<file path="src/rtl/control_sequencer.sv">
// Microcoded control sequencer for a 4-bit bus computer: six-step fetch/execute
// counter with a sticky halt state; control lines decode combinationally from state.
module control_sequencer (
    input  logic       clock,
    input  logic       clear,
    input  logic [3:0] opcode,
    input  logic       carry_flag,
    input  logic       zero_flag,
    output logic       pc_out,
    output logic       pc_inc,
    output logic       jmp,
    output logic       mar_in,
    output logic       ram_out,
    output logic       ram_in,
    output logic       ir_in,
    output logic       ir_out,
    output logic       a_in,
    output logic       a_out,
    output logic       b_in,
    output logic       alu_out,
    output logic       sub,
    output logic       flag_in,
    output logic       out_in,
    output logic       hlt,
    output logic [2:0] step
);

    localparam int unsigned OP_W   = 4;
    localparam int unsigned STEP_W = 3;

    localparam logic [OP_W-1:0] OP_LDA = 4'b0001;
    localparam logic [OP_W-1:0] OP_ADD = 4'b0010;
    localparam logic [OP_W-1:0] OP_SUB = 4'b0011;
    localparam logic [OP_W-1:0] OP_STA = 4'b0100;
    localparam logic [OP_W-1:0] OP_LDI = 4'b0101;
    localparam logic [OP_W-1:0] OP_JMP = 4'b0110;
    localparam logic [OP_W-1:0] OP_JC  = 4'b0111;
    localparam logic [OP_W-1:0] OP_JZ  = 4'b1000;
    localparam logic [OP_W-1:0] OP_OUT = 4'b1110;
    localparam logic [OP_W-1:0] OP_HLT = 4'b1111;

    typedef enum logic [STEP_W-1:0] {
        T0 = 3'd0,
        T1 = 3'd1,
        T2 = 3'd2,
        T3 = 3'd3,
        T4 = 3'd4,
        T5 = 3'd5
    } step_e;

    step_e state_q, state_d;
    logic  halted_q, halted_d;

    // State register; clear aborts any instruction in flight
    always_ff @(posedge clock or negedge clear) begin
        if (!clear) begin
            state_q  <= T0;
            halted_q <= 1'b0;
        end else begin
            state_q  <= state_d;
            halted_q <= halted_d;
        end
    end

    // Next-step sequencing and control decode; everything gated off while clear is low
    always_comb begin
        state_d  = state_q;
        halted_d = halted_q;
        pc_out   = 1'b0;
        pc_inc   = 1'b0;
        jmp      = 1'b0;
        mar_in   = 1'b0;
        ram_out  = 1'b0;
        ram_in   = 1'b0;
        ir_in    = 1'b0;
        ir_out   = 1'b0;
        a_in     = 1'b0;
        a_out    = 1'b0;
        b_in     = 1'b0;
        alu_out  = 1'b0;
        sub      = 1'b0;
        flag_in  = 1'b0;
        out_in   = 1'b0;
        hlt      = clear & halted_q;
        step     = clear ? STEP_W'(state_q) : '0;

        if (!halted_q) begin
            case (state_q)
                T0: begin
                    state_d = T1;
                    pc_out  = clear;
                    mar_in  = clear;
                end
                T1: begin
                    state_d = T2;
                    ram_out = clear;
                    ir_in   = clear;
                    pc_inc  = clear;
                end
                T2: begin
                    state_d = T0;
                    case (opcode)
                        OP_LDA, OP_ADD, OP_SUB, OP_STA: begin
                            state_d = T3;
                            ir_out  = clear;
                            mar_in  = clear;
                        end
                        OP_LDI: begin
                            ir_out = clear;
                            a_in   = clear;
                        end
                        OP_JMP: begin
                            ir_out = clear;
                            jmp    = clear;
                        end
                        OP_JC: begin
                            ir_out = clear & carry_flag;
                            jmp    = clear & carry_flag;
                        end
                        OP_JZ: begin
                            ir_out = clear & zero_flag;
                            jmp    = clear & zero_flag;
                        end
                        OP_OUT: begin
                            a_out  = clear;
                            out_in = clear;
                        end
                        OP_HLT: begin
                            state_d  = T2;
                            halted_d = 1'b1;
                        end
                        default: ;
                    endcase
                end
                T3: begin
                    state_d = T0;
                    case (opcode)
                        OP_LDA: begin
                            ram_out = clear;
                            a_in    = clear;
                        end
                        OP_ADD, OP_SUB: begin
                            state_d = T4;
                            ram_out = clear;
                            b_in    = clear;
                        end
                        OP_STA: begin
                            a_out  = clear;
                            ram_in = clear;
                        end
                        default: ;
                    endcase
                end
                T4: begin
                    state_d = T0;
                    if (opcode == OP_ADD || opcode == OP_SUB) begin
                        alu_out = clear;
                        a_in    = clear;
                        flag_in = clear;
                        sub     = clear & (opcode == OP_SUB);
                    end
                end
                // T5 is reserved: fall back to fetch with nothing asserted
                default: state_d = T0;
            endcase
        end
    end

endmodule

</file>
<file path="config.mk">
export PLATFORM = sky130hd
export DESIGN_NAME = control_sequencer
export DESIGN_NICKNAME = d
export VERILOG_FILES = /design/src/rtl/control_sequencer.sv
export SDC_FILE = /design/constraint.sdc
export NUM_CORES = 1
export LEC_CHECK = 0
export BUFFER_PORTS_ARGS = -buffer_cell sky130_fd_sc_hd__buf_2
export CAP_MARGIN = 15
export CORE_UTILIZATION = 39
export CTS_CLUSTER_DIAMETER = 40
export DETAILED_ROUTE_END_ITERATION = 12
export PLACE_DENSITY = 0.73
export SETUP_SLACK_MARGIN = 0.2
export SLEW_MARGIN = 25
export SYNTH_ARGS = -nofsm -noshare
export SYNTH_HDL_FRONTEND = slang
export SYNTH_SLANG_ARGS = --single-unit
</file>
<file path="constraint.sdc">
create_clock -name clock -period 1 [get_ports clock]
set_clock_uncertainty 0.05 [all_clocks]
set_input_delay 0 -clock clock [delete_from_list [all_inputs] [get_ports clock]]
set_output_delay 0 -clock clock [all_outputs]
set_load 0.01 [all_outputs]
</file>
Word-level counts from Yosys, hierarchy flattened:

Index checks and enable logic that the tools add are counted.

* bitwise logic cells: 4
* multiplexer cells: 44
* $add $sub $neg: 0
* reductions and logical operators: 6
* div/mod/pow operators: 0
* magnitude comparators: 0
* $mul: 0
* equal/unequal tests: 14
* shifts and indexed selects: 0

Operator list (number)
* 1-bit 2-to-1 mux: 34
* 4-bit by 3-bit equality test with 1-bit output, second input constant: 4
* 4-bit equality test, second input constant: 3
* 3-bit case mux with 4 select lines: 1
* 1-bit case mux with 3 select lines: 3
* 4-bit by 2-bit equality test with 1-bit output, second input constant: 2
* 3-bit by 2-bit equality test with 1-bit output, second input constant: 2
* 3-bit 2-to-1 mux: 2
* 1-bit case mux with 2 select lines: 3
* 6-bit OR reduction: 1
* 1-bit bitwise AND: 4
* 4-bit by 1-bit equality test with 1-bit output, second input constant: 1
* 2-bit case mux with 2 select lines: 1
* 4-bit OR reduction: 1
* 3-bit by 1-bit equality test with 1-bit output, second input constant: 1
* 3-bit equality test, second input constant: 1
* 3-bit zero test: 1
* 3-bit OR reduction: 1
* 2-bit OR reduction: 1
* 1-bit logical OR: 1

* memories kept: 0
* word-level logic and storage cells: 70
* RAM bits: 0
* register bits: 4
* bits in read-only memories: 0
* latch bits: 0
* bits of input ports: 8

Longest topological paths before layout:

Gate-level depths: netlist of the first run.

* depth in word-level cells: 5
* mapped depth: 5

Least setup slack after synthesis of the first run:

OpenSTA, ideal clock, no wires.

* path kind: register to output
* start point: register state_q[2]
* end point: output port a_out
* setup slack: -0.295 ns
* arrival: 1.245 ns
* data required time: 0.950 ns
* cell stages (with the launch flop): 5
* path buffers: 1
* cells stage by stage: dfrtp_1 -> buf_2 -> nor3b_2 -> nand2_1 -> nor4b_1

* longest elaborated chain between the ends: 3
* elaborated cells on any way between the ends: 4
* classes of those cells: eq/ne: 2; mux: 2

Ends and longest elaborated chain
* from (decl): line 51 `step_e state_q, state_d;`
* from (signal assigned): line 60 `state_q <= state_d;`
* 3-bit by 2-bit equality test with 1-bit output: line 88 `case (state_q)`
* 1-bit case mux with 2 select lines (*): line 88
* 1-bit 2-to-1 mux (*): line 87 `if (!halted_q) begin`
* to (decl): line 18 `output logic a_out,`

Mark *: on every way between the ends. The rest lies on a longest branch, timed or not.

Worst setup path after layout of the first run:

* start point: register state_q[2]
* end point: output port b_in

* longest elaborated chain between the ends: 3

Ends and longest elaborated chain
* 3-bit by 2-bit equality test with 1-bit output: line 88
* 1-bit 2-to-1 mux: line 88
* 1-bit 2-to-1 mux: line 87
* to (decl): line 19 `output logic b_in,`

No other way between the ends.

==> results_dict.tcl, run 1 <==
set metrics [dict create \
    worst-path-max-fanout 5 \
    initial_utilization_pct 41.9 \
    ys_ff_latch 4 \
    die_x_microns 39.1 \
    place_congestion 0.803 \
    wirelength_microns 2540 \
    synthToLayoutAreaGrowth_pct 102 \
    worstPathRequired_ps 950 \
    routedWlPerCell_microns 18.0 \
    final_cells 141 \
    p_leak_nw 0.510 \
    min-delay-path-class "input pin to flip-flop" \
    synth_area_leader_cell "dfrtp_1" \
    fin_ws_ps -577 \
    p_int_mw 0.383 \
    clock.fmax_mhz 634 \
    syn_avg_cell_area_sq_um 6.99 \
    drive_gt1_share_pct 68.3 \
    coreArea_sq_um 1280 \
    clk_pin_slew_ps 40 \
    start_kind "flip-flop" \
    finalPower_mw 0.533 \
    ios 27 \
    min_path_cells 3 \
    grt.overflow.total 0 \
    finalSetupViolCount 22 \
    slew_headroom_pct 74.8 \
    synthCells 77 \
    port_buffers 26 \
    seq_power_share_pct 30.5 \
    die_area_sq_um 1530 \
    syn_nets 85 \
    fill_cells 63 \
    worst_pin_slew_ps 377 \
    grt_pass1_vias 623 \
    grt_setup_unrepaired "true" \
    drv_cap 0 \
    worstSetupEndpointType "output pin" \
    seq_area_frac_synth_pct 18.6 \
    dp_cells 127 \
    cts_sinks 4 \
    antenna_found_initial 0 \
    drtIter0Drc 58 \
    critical_path_arrival_ps 1530 \
    yosys.area.top_type_share_pct 18.6 \
    synth_area_leaders "dfrtp_1 (19%), nor2_1 (6.3%), buf_2 (5.6%)" \
    hold_violations 0 \
    ys_warn_count 0 \
    fin_crit_sh_pct 158 \
    dp_hpwl_microns 1270 \
    p_comb_share_pct 31.7 \
    diodes 0 \
    root_buffer "clkbuf_4" \
    r2r-start "state_q[2]" \
    die_h_microns 39.1 \
    power_switching_mw 0.150 \
    clk_latency_ps 240 \
    status "complete, but fails checks" \
    post-route-drc-count 0 \
    violations "negative setup slack" \
    slew_viol_final 0 \
    cts_buffers 3 \
    critPathKind "flip-flop to output pin" \
    num_rows 13 \
    critPathLaunch "state_q[2]" \
    via_per_inst 6.07 \
    grt_max_degree 9 \
    clock_tree.buffer_depth 2 \
    dr_total_vias 856 \
    cts_max_level 1 \
    nets 136 \
    drtPass1Iterations 4 \
    sw_frac_of_total_pct 28.1 \
    period_minus_slack_ps 1580 \
    ir_drop_uv 552 \
    powerDensity_nw_per_um2 490 \
    hp-start "opcode[0]" \
    holdWs_ps 124 \
    grt_usage_pct 28.6 \
    cts_tree "done" \
    clockPowerShare_pct 37.7 \
    r2r.worst_path.cells 5 \
    synthDistinctLibCells 32 \
    ant_nets 0 \
    syn-cell-area_sq_um 538 \
    grt_first_pass_wirelength_microns 2860 \
]
-- metal layers --
| layer | vias up | share of wire [%] | GRT usage, % |
|---|---|---|---|
| met2 | 78 | 50 | 48.3 |
| li1 | 370 | - | - |
| met5 | - | 0 | 0 |
| met3 | 21 | 8.7 | 5.20 |
| met1 | 387 | 37 | 36.6 |
| met4 | 0 | 4.7 | 7.76 |
-- state kept, by name (all words and copies together) (netlist names) --
name / flops
halted_q: 1
state_q: 3
-- per-stage QoR --
| stage | setup TNS (ps) | setup WS (ps) | instance area, sq um | utilization (%) |
|---|---|---|---|---|
| final | -8420 | -577 | 1090 | 84.6 |
| after global routing | -9210 | -633 | 1090 | 84.6 |
| after CTS | -6920 | -469 | 991 | 77.1 |
| after detailed placement | -3460 | -277 | 856 | 66.6 |
| after global placement | -2960 | -255 | 856 | 66.6 |
| after floorplan | -1150 | -171 | 651 | - |
-- cells in the final DEF (no fill, tap or decap), drive strengths merged --
cell type,netlist,final
and3,1,1
o31ai,2,2
a21oi,5,5
clkbuf,1,3
o21ai,3,3
o41ai,1,1
nand2,7,7
o211ai,1,1
dlygate4sd3,0,2
o21bai,2,2
buf,8,53
nand2b,1,1
inv,3,3
nor3,3,3
a22oi,1,1
nor3b,4,4
nor2,9,9
nand4,1,1
a211oi,1,1
nand3b,2,2
nor4b,1,1
o21a,1,1
and2,4,4
a22o,1,1
and3b,1,1
nor2b,3,3
a41oi,1,1
dfrtp,4,4
or3b,1,1
nand3,3,3
o31a,1,1
-- kinds of logic after synthesis --
kind of cell           count (synthesis)  synth area share (%)
flip-flops                             4                  18.6
AO/OA/AOI/OAI                         20                  27.4
AND/OR/NAND/NOR                       41                  42.6
buffers and inverters                 12                  11.4
-- synth_stat cells (all sizes together) --
master  n
dfrtp   4
o21bai  2
nor3    3
a211oi  1
nand3b  2
inv     3
buf     8
nor3b   4
a22oi   1
nor2    9
o21a    1
nand4   1
clkbuf  1
nand2   7
a22o    1
nor4b   1
a41oi   1
and3b   1
a21oi   5
o211ai  1
or3b    1
o21ai   3
nor2b   3
nand3   3
nand2b  1
o41ai   1
o31ai   2
o31a    1
and3    1
and2    4
-- power by group through the flow --
stage               Clock [mW]  Sequential (mW)  Combinational [mW]
global route             0.214            0.163               0.180
floorplan                    0            0.165              0.0676
global placement             0            0.165               0.134
CTS                      0.203            0.163               0.144
finish                   0.201            0.163               0.169
detailed placement           0            0.165               0.137
-- timing repair --
item / CTS / global route
setup buffers: 5 / 4
hold endpoints to repair: 4 / 0
hold buffers: 2 / 0
resized for setup: 15 / 14
pin swaps: 6 / 8
endpoints found under the setup margin: 23 / 23
cloned: 0 / 0
-- cell type report --
type / instances / area (sq um) / share of cell area [%]
timing repair buffer: 55 / 407 / 37.4
clock buffer: 3 / 22.5 / 2.07
sequential: 4 / 105 / 9.67
tap: 15 / 18.8 / 1.73
multi-input combinational: 61 / 523 / 48.1
inverter: 3 / 11.3 / 1.04
-- final timing paths --
| check | endpoint | slack [ps] |
|---|---|---|
| max in group asynchronous | state_q[0] | 490 |
| min in group asynchronous | state_q[2] | 230 |
| setup reg to reg | state_q[1] | -340 |
| hold reg to reg | state_q[0] | 660 |
| setup / recovery | b_in | -580 |
| hold / removal | state_q[1] | 120 |
-- critical path, cell delays in order, from the launching register on --
cell	delay [ps]
dfrtp_2	440
nor3b_4	260
buf_4	150
buf_6	100
nand3_4	70
nor2_2	110
buf_2	150
No activity file was read; power rests on OpenSTA's default activity.
==> run 2, diff against run 1 <==
Settings changed: CORE_MARGIN set to 2, CTS_CLUSTER_SIZE set to 8.
==> run 2 against run 1 <==
Against the previous run: the flow still finishes with violations (negative setup slack); global-route usage is 2.2 points lower; utilization increased by 0.29 points; maximum frequency increased by 5.3%; die area increased by 10%; count of clock-buffer cells in the layout stayed put; combinational power decreased by 6%; first-iteration DRC count decreased by 72%; sequential power about the same; clock power is essentially flat; sequential cell count is the same; final area is 1.6% higher; hold slack improved by 88 ps.
==> results_dict.tcl, run 2 (synthesis results as in run 1) <==
set metrics [dict create \
    clockPowerShare_pct 38.1 \
    grt_usage_pct 26.4 \
    start_kind "flip-flop" \
    drtIter0Drc 16 \
    finalSetupViolCount 23 \
    synthToLayoutAreaGrowth_pct 105 \
    drive_gt1_share_pct 70.9 \
    critical_path_arrival_ps 1450 \
    period_minus_slack_ps 1500 \
    worst-path-max-fanout 6 \
    cts_tree "done" \
    grt_setup_unrepaired "true" \
    clock_tree.buffer_depth 2 \
    slew_headroom_pct 82.7 \
    initial_utilization_pct 41.3 \
    diodes 0 \
    largest_reg_flops 3 \
    final_cell_mix "buf_4 (24), buf_2 (20), buf_6 (10)" \
    ios 27 \
    place_congestion 0.817 \
    dp_cells 127 \
    seq_power_share_pct 31.3 \
    critPathKind "flip-flop to output pin" \
    die_area_sq_um 1690 \
    top_regs "state_q x3, halted_q x1" \
    worstPathRequired_ps 950 \
    die_h_microns 41.1 \
    fin_ws_ps -497 \
    cts_max_level 1 \
    p_comb_share_pct 30.6 \
    antenna_found_initial 0 \
    nets 137 \
    largest-register "state_q" \
    ant_nets 0 \
    grt_pass1_vias 662 \
    hold_violations 0 \
    num_rows 13 \
    coreArea_sq_um 1300 \
    grt.overflow.total 0 \
    fin_crit_sh_pct 150 \
    final_cells 142 \
    via_per_inst 5.52 \
    ir_drop_uv 863 \
    finalPower_mw 0.520 \
    wirelength_microns 2090 \
    cts_sinks 4 \
    clk_pin_slew_ps 40 \
    clock.fmax_mhz 668 \
    worst_pin_slew_ps 257 \
    p_leak_nw 0.500 \
    port_buffers 26 \
    grt_max_degree 9 \
    status "complete, but fails checks" \
    violations "negative setup slack" \
    sw_frac_of_total_pct 27.4 \
    die_x_microns 41.1 \
    powerDensity_nw_per_um2 471 \
    min-delay-path-class "input pin to flip-flop" \
    final_common_cell "buf_4" \
    clk_latency_ps 230 \
    dr_total_vias 784 \
    grt_first_pass_wirelength_microns 2790 \
    dp_hpwl_microns 1330 \
    drtPass1Iterations 4 \
    root_buffer "clkbuf_4" \
    slew_viol_final 0 \
    post-route-drc-count 0 \
    drv_cap 0 \
    p_int_mw 0.378 \
    cts_buffers 3 \
    routedWlPerCell_microns 14.7 \
    power_switching_mw 0.143 \
    worstSetupEndpointType "output pin" \
]
==> run 2: cell types whose count changed in the layout (fill, tap and decap cells not counted), sizes merged <==
cell         change
buf              +2
dlygate4sd3      -1
==> run 2: final timing paths <==
| check | end | cells after the start | from | slack [ps] |
|---|---|---|---|---|
| setup / recovery | a_in | 4 | state_q[2] | -500 |
| hold / removal | state_q[1] | 4 | opcode[0] | 210 |
| setup reg to reg | state_q[1] | 6 | state_q[2] | -440 |
| hold reg to reg | state_q[0] | 2 | state_q[2] | 660 |
| max in group asynchronous | state_q[0] | 3 | clear | 460 |
| min in group asynchronous | state_q[1] | 3 | clear | 240 |
==> run 2: power by group through the flow <==
| stage | Combinational (mW) | Clock, mW | Sequential (mW) |
|---|---|---|---|
| after global placement | 0.134 | 0 | 0.165 |
| after detailed placement | 0.139 | 0 | 0.165 |
| final | 0.159 | 0.198 | 0.163 |
| after CTS | 0.149 | 0.204 | 0.163 |
| after global routing | 0.171 | 0.210 | 0.163 |
| after floorplan | 0.0676 | 0 | 0.165 |
==> run 2: cell type report <==
class	instances	area [sq um]
multi-input combinational	61	527
timing repair buffer	56	418
fill	63	196
sequential	4	105
clock buffer	3	22.5
tap	15	18.8
inverter	3	13.8
==> run 2: layer usage <==
metal	track usage [%]	share of wire, %
met5	0	0
met4	17.7	0.48
met3	6.52	4.5
met2	43.0	55
met1	30.1	40
==> run 2: worst max-delay path, stage by stage (launching register included) <==
cell and delay, ps:
dfrtp_2 450, nor3b_4 230, nand2_2 130, o31ai_4 230
buf_2 170
==> run 2: what timing repair did <==
action / 4_1_cts / 5_1_grt
endpoints found under the hold margin: 4 / 0
cloned: 0 / 0
setup buffers: 8 / 3
resized for setup: 15 / 17
hold buffers: 1 / 0
endpoints found under the setup margin: 23 / 23
pin swaps: 8 / 4
==> run 2: stage by stage <==
step / utilization (%) / hold slack, ps / instance area, sq um / worst slack (ps) / TNS, ps
after floorplan: - / -346 / 651 / -171 / -1150
after global placement: 65.8 / -121 / 856 / -260 / -2930
after detailed placement: 65.8 / -115 / 856 / -268 / -3320
after CTS: 76.6 / 230 / 997 / -459 / -7320
after global routing: 84.9 / 243 / 1100 / -564 / -8980
final: 84.9 / 212 / 1100 / -497 / -7640
